<file path="src/rtl/ps2_frame_rx.sv">
// PS/2 keyboard receive stage: sync, glitch filter, deframe, F0/E0 prefix strip.
// Define PS2_PARITY_CHECK_EN to drop frames that fail odd parity.
module ps2_frame_rx #(
    parameter int FILTER_LEN  = 20,
    parameter int TIMEOUT_CYC = 50000
) (
    input  logic       clk,
    input  logic       rst,
    input  logic       kclk,
    input  logic       kdata,
    output logic [7:0] code,
    output logic       code_valid,
    output logic       is_break,
    output logic       is_extended,
    output logic       frame_err
);

    localparam int FW = $clog2(FILTER_LEN + 1);
    localparam int TW = $clog2(TIMEOUT_CYC + 1);

    typedef enum logic [1:0] {IDLE, DATA, PARITY, STOP} state_t;

    logic [1:0]    r_kclk_s;
    logic [1:0]    r_kdata_s;
    logic          r_kclk_f;
    logic          r_kdata_f;
    logic          r_kclk_prev;
    logic [FW-1:0] r_kclk_cnt;
    logic [FW-1:0] r_kdata_cnt;
    state_t        r_state;
    logic [2:0]    r_bit_cnt;
    logic [7:0]    r_shift;
    logic          r_brk;
    logic          r_ext;
    logic [TW-1:0] r_to_cnt;
    logic          w_strobe;
    logic          w_par_ok;

    always_ff @(posedge clk) begin
        if (rst) begin
            r_kclk_s  <= 2'b11;
            r_kdata_s <= 2'b11;
        end else begin
            r_kclk_s  <= {r_kclk_s[0], kclk};
            r_kdata_s <= {r_kdata_s[0], kdata};
        end
    end

    // Filtered level follows only after FILTER_LEN consecutive differing cycles
    always_ff @(posedge clk) begin
        if (rst) begin
            r_kclk_f    <= 1'b1;
            r_kclk_cnt  <= '0;
            r_kclk_prev <= 1'b1;
        end else begin
            r_kclk_prev <= r_kclk_f;
            if (r_kclk_s[1] == r_kclk_f) begin
                r_kclk_cnt <= '0;
            end else if (r_kclk_cnt == FW'(FILTER_LEN - 1)) begin
                r_kclk_f   <= r_kclk_s[1];
                r_kclk_cnt <= '0;
            end else begin
                r_kclk_cnt <= r_kclk_cnt + FW'(1);
            end
        end
    end

    always_ff @(posedge clk) begin
        if (rst) begin
            r_kdata_f   <= 1'b1;
            r_kdata_cnt <= '0;
        end else begin
            if (r_kdata_s[1] == r_kdata_f) begin
                r_kdata_cnt <= '0;
            end else if (r_kdata_cnt == FW'(FILTER_LEN - 1)) begin
                r_kdata_f   <= r_kdata_s[1];
                r_kdata_cnt <= '0;
            end else begin
                r_kdata_cnt <= r_kdata_cnt + FW'(1);
            end
        end
    end

    assign w_strobe = r_kclk_prev & ~r_kclk_f;

`ifdef PS2_PARITY_CHECK_EN
    logic r_par;
    assign w_par_ok = ^{r_shift, r_par};
`else
    assign w_par_ok = 1'b1;
`endif

    always_ff @(posedge clk) begin
        if (rst) begin
            r_state     <= IDLE;
            r_bit_cnt   <= '0;
            r_shift     <= '0;
            r_brk       <= 1'b0;
            r_ext       <= 1'b0;
            r_to_cnt    <= '0;
            code        <= 8'h00;
            code_valid  <= 1'b0;
            is_break    <= 1'b0;
            is_extended <= 1'b0;
            frame_err   <= 1'b0;
`ifdef PS2_PARITY_CHECK_EN
            r_par       <= 1'b0;
`endif
        end else begin
            code_valid <= 1'b0;
            frame_err  <= 1'b0;
            if (w_strobe) begin
                // A strobe always beats a coincident timeout expiry
                r_to_cnt <= '0;
                case (r_state)
                    IDLE: begin
                        if (!r_kdata_f) begin
                            r_state   <= DATA;
                            r_bit_cnt <= '0;
                        end
                    end
                    DATA: begin
                        r_shift   <= {r_kdata_f, r_shift[7:1]};
                        r_bit_cnt <= r_bit_cnt + 3'd1;
                        if (r_bit_cnt == 3'd7) begin
                            r_state <= PARITY;
                        end
                    end
                    PARITY: begin
`ifdef PS2_PARITY_CHECK_EN
                        r_par   <= r_kdata_f;
`endif
                        r_state <= STOP;
                    end
                    STOP: begin
                        r_state <= IDLE;
                        if (!r_kdata_f || !w_par_ok) begin
                            frame_err <= 1'b1;
                        end else if (r_shift == 8'hF0) begin
                            r_brk <= 1'b1;
                        end else if (r_shift == 8'hE0) begin
                            r_ext <= 1'b1;
                        end else begin
                            code        <= r_shift;
                            is_break    <= r_brk;
                            is_extended <= r_ext;
                            code_valid  <= 1'b1;
                            r_brk       <= 1'b0;
                            r_ext       <= 1'b0;
                        end
                    end
                    default: r_state <= IDLE;
                endcase
            end else if (r_state != IDLE) begin
                if (r_to_cnt == TW'(TIMEOUT_CYC - 1)) begin
                    frame_err <= 1'b1;
                    r_state   <= IDLE;
                    r_brk     <= 1'b0;
                    r_ext     <= 1'b0;
                    r_to_cnt  <= '0;
                end else begin
                    r_to_cnt <= r_to_cnt + TW'(1);
                end
            end
        end
    end

endmodule

</file>
<file path="config.mk">
export PLATFORM = sky130hd
export DESIGN_NAME = ps2_frame_rx
export DESIGN_NICKNAME = d
export VERILOG_FILES = /design/src/rtl/ps2_frame_rx.sv
export SDC_FILE = /design/constraint.sdc
export NUM_CORES = 1
export LEC_CHECK = 0
export CORE_ASPECT_RATIO = 0.9
export CORE_MARGIN = 2
export CORE_UTILIZATION = 40
export CTS_BUF_LIST = sky130_fd_sc_hd__clkbuf_8
export DETAILED_ROUTE_END_ITERATION = 8
export SLEW_MARGIN = 20
export SYNTH_ARGS = -nofsm -noshare
export SYNTH_HDL_FRONTEND = slang
export SYNTH_SLANG_ARGS = --single-unit
</file>
<file path="constraint.sdc">
create_clock -name clk -period 2.45 [get_ports clk]
set_input_delay 0.6125 -clock clk [delete_from_list [all_inputs] [get_ports clk]]
set_output_delay 0.6125 -clock clk [all_outputs]
set_load 0.01 [all_outputs]
</file>
==> results by group <==
Die
  • Number of top-level design ports: 16
  • Core area: ~6200 um^2
  • Area of the die: between 7000 and 8000 um^2
  • DIE HEIGHT: roughly 80 um
  • Initial core utilization: between 40% and 50%
  • Placement row count: 27
  • Chip Width: 88.8 um

Power
  • Worst vdd rail ir drop: 0.375 mV
  • Power density of the placed cells: ~630 nW/um^2
  • Part of the power in registers: a little over half
  • Clock power share: 42.9%
  • Leakage power of the design: about 1.2 nW
  • P_sw: roughly 0.42 mW
  • Switching fraction of total power: ~22%
  • Power share of the combinational group: 4.8%
  • Cell internal power dissipation: approximately 1.5 mW

Cells and area
  • Area Overhead vs Synth: 16.9%
  • Final non-filler cell area: about 3000 um^2
  • FILL cells: 614
  • Share of cells above drive strength 1: 10.5%
  • Footprint of the flip-flops and latches: 1200 um^2
  • Multi-input combinational cell area: ~1300 um^2
  • Count of non-filler cells in the finished layout: between 300 and 400
  • Post-layout utilization of the core: roughly half
  • Number of antenna cells inserted: 0
  • Number of nets in the layout: ~310

Critical path
  • Arrival time reported for the critical path endpoint: approximately 2100 ps
  • Sequence of cells on the critical path: ha_1 -> nor4bb_1 -> nand4_1 -> o21ai_2 -> nor2_1
  • CP endpoint kind: register
  • Worst Setup Start Kind: register
  • Cell with the largest stage delay on the worst path: sky130_fd_sc_hd__o21ai_2
  • Critical Path Max Stage Delay: 550 ps
  • Biggest fanout along the worst timing path: 15
  • Type of the worst setup path: register to register
  • Data required time at the worst endpoint: around 2600 ps

Clocking
  • CTS Buffer Depth: 2
  • Clock latency on the worst-skew pair: ~330 ps
  • H-tree levels: 3
  • Clk pin slew, worst setup/hold paths: around 60 ps
  • Clk Tree Root Cell: sky130_fd_sc_hd__clkbuf_8
  • Number of post-CTS setup repair buffers: 0
  • Clock Sinks: 60
  • Clock buffers created by TritonCTS: 9
  • CTS-repair resized insts: 0
  • Post-CTS Hold Buffers: 0
  • TritonCTS clock tree: done

Yosys
  • Seq cells post-synth: 60
  • Number of instances in the synthesized netlist: 280
  • Post-synth top flop: sky130_fd_sc_hd__dfxtp_1
  • Post-synth net total: about 290
  • Post-synthesis async set-or-reset flop share: 0%
  • Commonest cells in the synthesized netlist: 60 x sky130_fd_sc_hd__dfxtp_1, 50 x sky130_fd_sc_hd__nor2_1, 17 x sky130_fd_sc_hd__mux2i_1, 17 x sky130_fd_sc_hd__nand2_1, 14 x sky130_fd_sc_hd__xnor2_1
  • EDFF count, synth: 0
  • Synthesized cell area: 2590 um^2
  • Top-count cell post-synth: sky130_fd_sc_hd__dfxtp_1
  • Cell variety after synth: between 40 and 50
  • Top cell type's share of synthesized area: roughly 46%
  • Leading post-synthesis cells by cell area: sky130_fd_sc_hd__dfxtp_1 46%, sky130_fd_sc_hd__nor2_1 7.2%, sky130_fd_sc_hd__mux2i_1 6.6%
  • Register area share after synthesis: between 40 and 50%
  • Cell type contributing the most total cell area after synthesis: sky130_fd_sc_hd__dfxtp_1
  • Synthesized area divided by synthesized cell count: 9.25 um^2
  • Total number of yosys warnings: 0

Timing
  • Final total negative setup slack: 0 ps
  • Number of endpoints with negative hold slack in the final report: 0
  • Remaining max-slew budget at the tightest pin: a little under three fifths
  • Final worst path period need: approximately 1900 ps
  • Max-slew violations: 0
  • Top achievable clock speed: approximately 520 MHz
  • Post-route clock skew: roughly 8.0 ps
  • Slew of the pin with the lowest slew margin: 639 ps
  • Count of endpoints failing setup in the final report: 0
  • Final cycle utilization of the critical path: between 70% and 80%
  • Unrepaired setup endpoints after global routing: no

Global route
  • Most crowded layer after global routing: met2
  • Total congestion overflow: 0
  • Met1 Track Usage GR: a little under 20%
  • Fraction of met3 tracks used by global routing: 4.93%
  • Total track usage: about 15%
  • Initial antenna violation count: 0
  • Met2 Use GR: 21.0%
  • Via count of the first global-routing pass: roughly 1700
  • Maximum number of pins on one net before global-route repair: 21
  • First-pass GRT wire length: around 8000 um

Detailed routing
  • Final wirelength: about 4800 um
  • Remaining number of nets flagged by the antenna check after routing: 0
  • Routed vias: ~1900
  • Residual DRC count: 0
  • Average detailed-routed wire length per instance: roughly 12 um
  • Number of iterations in the first detailed-routing pass: 4
  • Detailed Route Iter0 Violations: between 100 and 150
  • Detailed-route vias per instance: 4.95

Job
  • Max capacitance violation total: 0

Placed design
  • Placed wire-length estimate: between 3000 and 4000 um
  • Post-DP Area: 2840 um^2
  • Placed Cells: about 380
  • Port bufs: 15
  • Routability congestion estimate: between 0.8 and 0.9

Status
  • Result of the run: complete, no violations

Min path
  • Class of the most critical hold timing path: register to register
## per-stage QoR
| stage | setup WS, ps | hold WS (ps) | power, mW |
|---|---|---|---|
| detailed placement | 501 | 398 | 1.11 |
| global route | 334 | 432 | 1.99 |
| finish | 538 | 412 | 1.91 |
| floorplan | 691 | 389 | 1.09 |
| CTS | 521 | 416 | 1.94 |
| global placement | 529 | 394 | 1.11 |
## final cells by class
cell class,instances,share of cell area [%]
clock inverter,2,0.289
tap,87,3.60
inverter,8,0.992
clock buffer,13,5.91
multi-input combinational,201,43.1
sequential,60,39.7
timing repair buffer,21,6.45
## layer usage
layer / share of wire (%) / routed length (um)
met2: 43 / 2060
met4: 1.0 / 48
met3: 3.7 / 177
met1: 52 / 2470
met5: 0 / 0
## cells in the final DEF, fill, tap and decap left out, types with 6 or more instances in the layout
master | netlist | final
sky130_fd_sc_hd__clkbuf_8 | 0 | 13
sky130_fd_sc_hd__nand3_1 | 11 | 11
sky130_fd_sc_hd__mux2i_1 | 17 | 17
sky130_fd_sc_hd__xor2_1 | 8 | 8
sky130_fd_sc_hd__buf_4 | 0 | 6
sky130_fd_sc_hd__xnor2_1 | 14 | 14
sky130_fd_sc_hd__nor3_1 | 9 | 9
sky130_fd_sc_hd__ha_1 | 9 | 9
sky130_fd_sc_hd__clkdlybuf4s50_1 | 0 | 15
sky130_fd_sc_hd__inv_1 | 8 | 9
sky130_fd_sc_hd__nor2_1 | 50 | 50
sky130_fd_sc_hd__nor4_1 | 6 | 6
sky130_fd_sc_hd__a21oi_1 | 6 | 6
sky130_fd_sc_hd__nand2_1 | 17 | 17
sky130_fd_sc_hd__nor2b_1 | 7 | 7
sky130_fd_sc_hd__dfxtp_1 | 60 | 60
## final timing paths
check | start | to | slack [ps] | cells after the start
max | r_to_cnt[0]$_SDFFE_PP0N_ | r_to_cnt[11]$_SDFFE_PP0N_ | 540 | 5
min | r_kclk_s[0]$_SDFF_PP1_ | r_kclk_s[1]$_SDFF_PP1_ | 410 | 1
max reg2reg | r_to_cnt[0]$_SDFFE_PP0N_ | r_to_cnt[11]$_SDFFE_PP0N_ | 540 | 5
min reg2reg | r_kclk_s[0]$_SDFF_PP1_ | r_kclk_s[1]$_SDFF_PP1_ | 410 | 1
## power groups by stage
stage	combinational [mW]	sequential, mW	clock [mW]
after floorplan	0.0704	1.02	0
after global placement	0.0921	1.02	0
after detailed placement	0.0925	1.02	0
final	0.0918	0.999	0.821
after CTS	0.0932	0.999	0.851
after global routing	0.103	0.999	0.892
## critical path: cells and delay by family, from the launching register on
| family | cells | cell delay (ps) |
|---|---|---|
| AND/OR/NAND/NOR | 3 | 610 |
| adder cells (fa/ha/maj) | 1 | 240 |
| flip-flops | 1 | 370 |
| AO/OA/AOI/OAI | 1 | 550 |
## state kept, by name, summed over array words and instances, names as in the netlist
register     count
r_to_cnt        16
r_state          2
r_kclk_s         2
is_extended      1
code_valid       1
r_kdata_s        2
r_kclk_f         1
frame_err        1
r_kdata_f        1
r_shift          8
is_break         1
code             8
r_kclk_prev      1
r_kdata_cnt      5
r_bit_cnt        3
r_ext            1
r_brk            1
r_kclk_cnt       5
## cells by family (layout without fill, tap and decap cells)
logic type | count (synthesis) | after routing | share of synthesized area [%]
compound gates | 22 | 22 | 5.94
xor+xnor | 22 | 22 | 7.44
mux | 18 | 18 | 7.00
flops | 60 | 60 | 46.4
simple gates | 130 | 130 | 25.6
fa+ha+maj | 9 | 9 | 4.35
buf+inv | 19 | 44 | 3.28
Power figures use the tool's default switching activity.
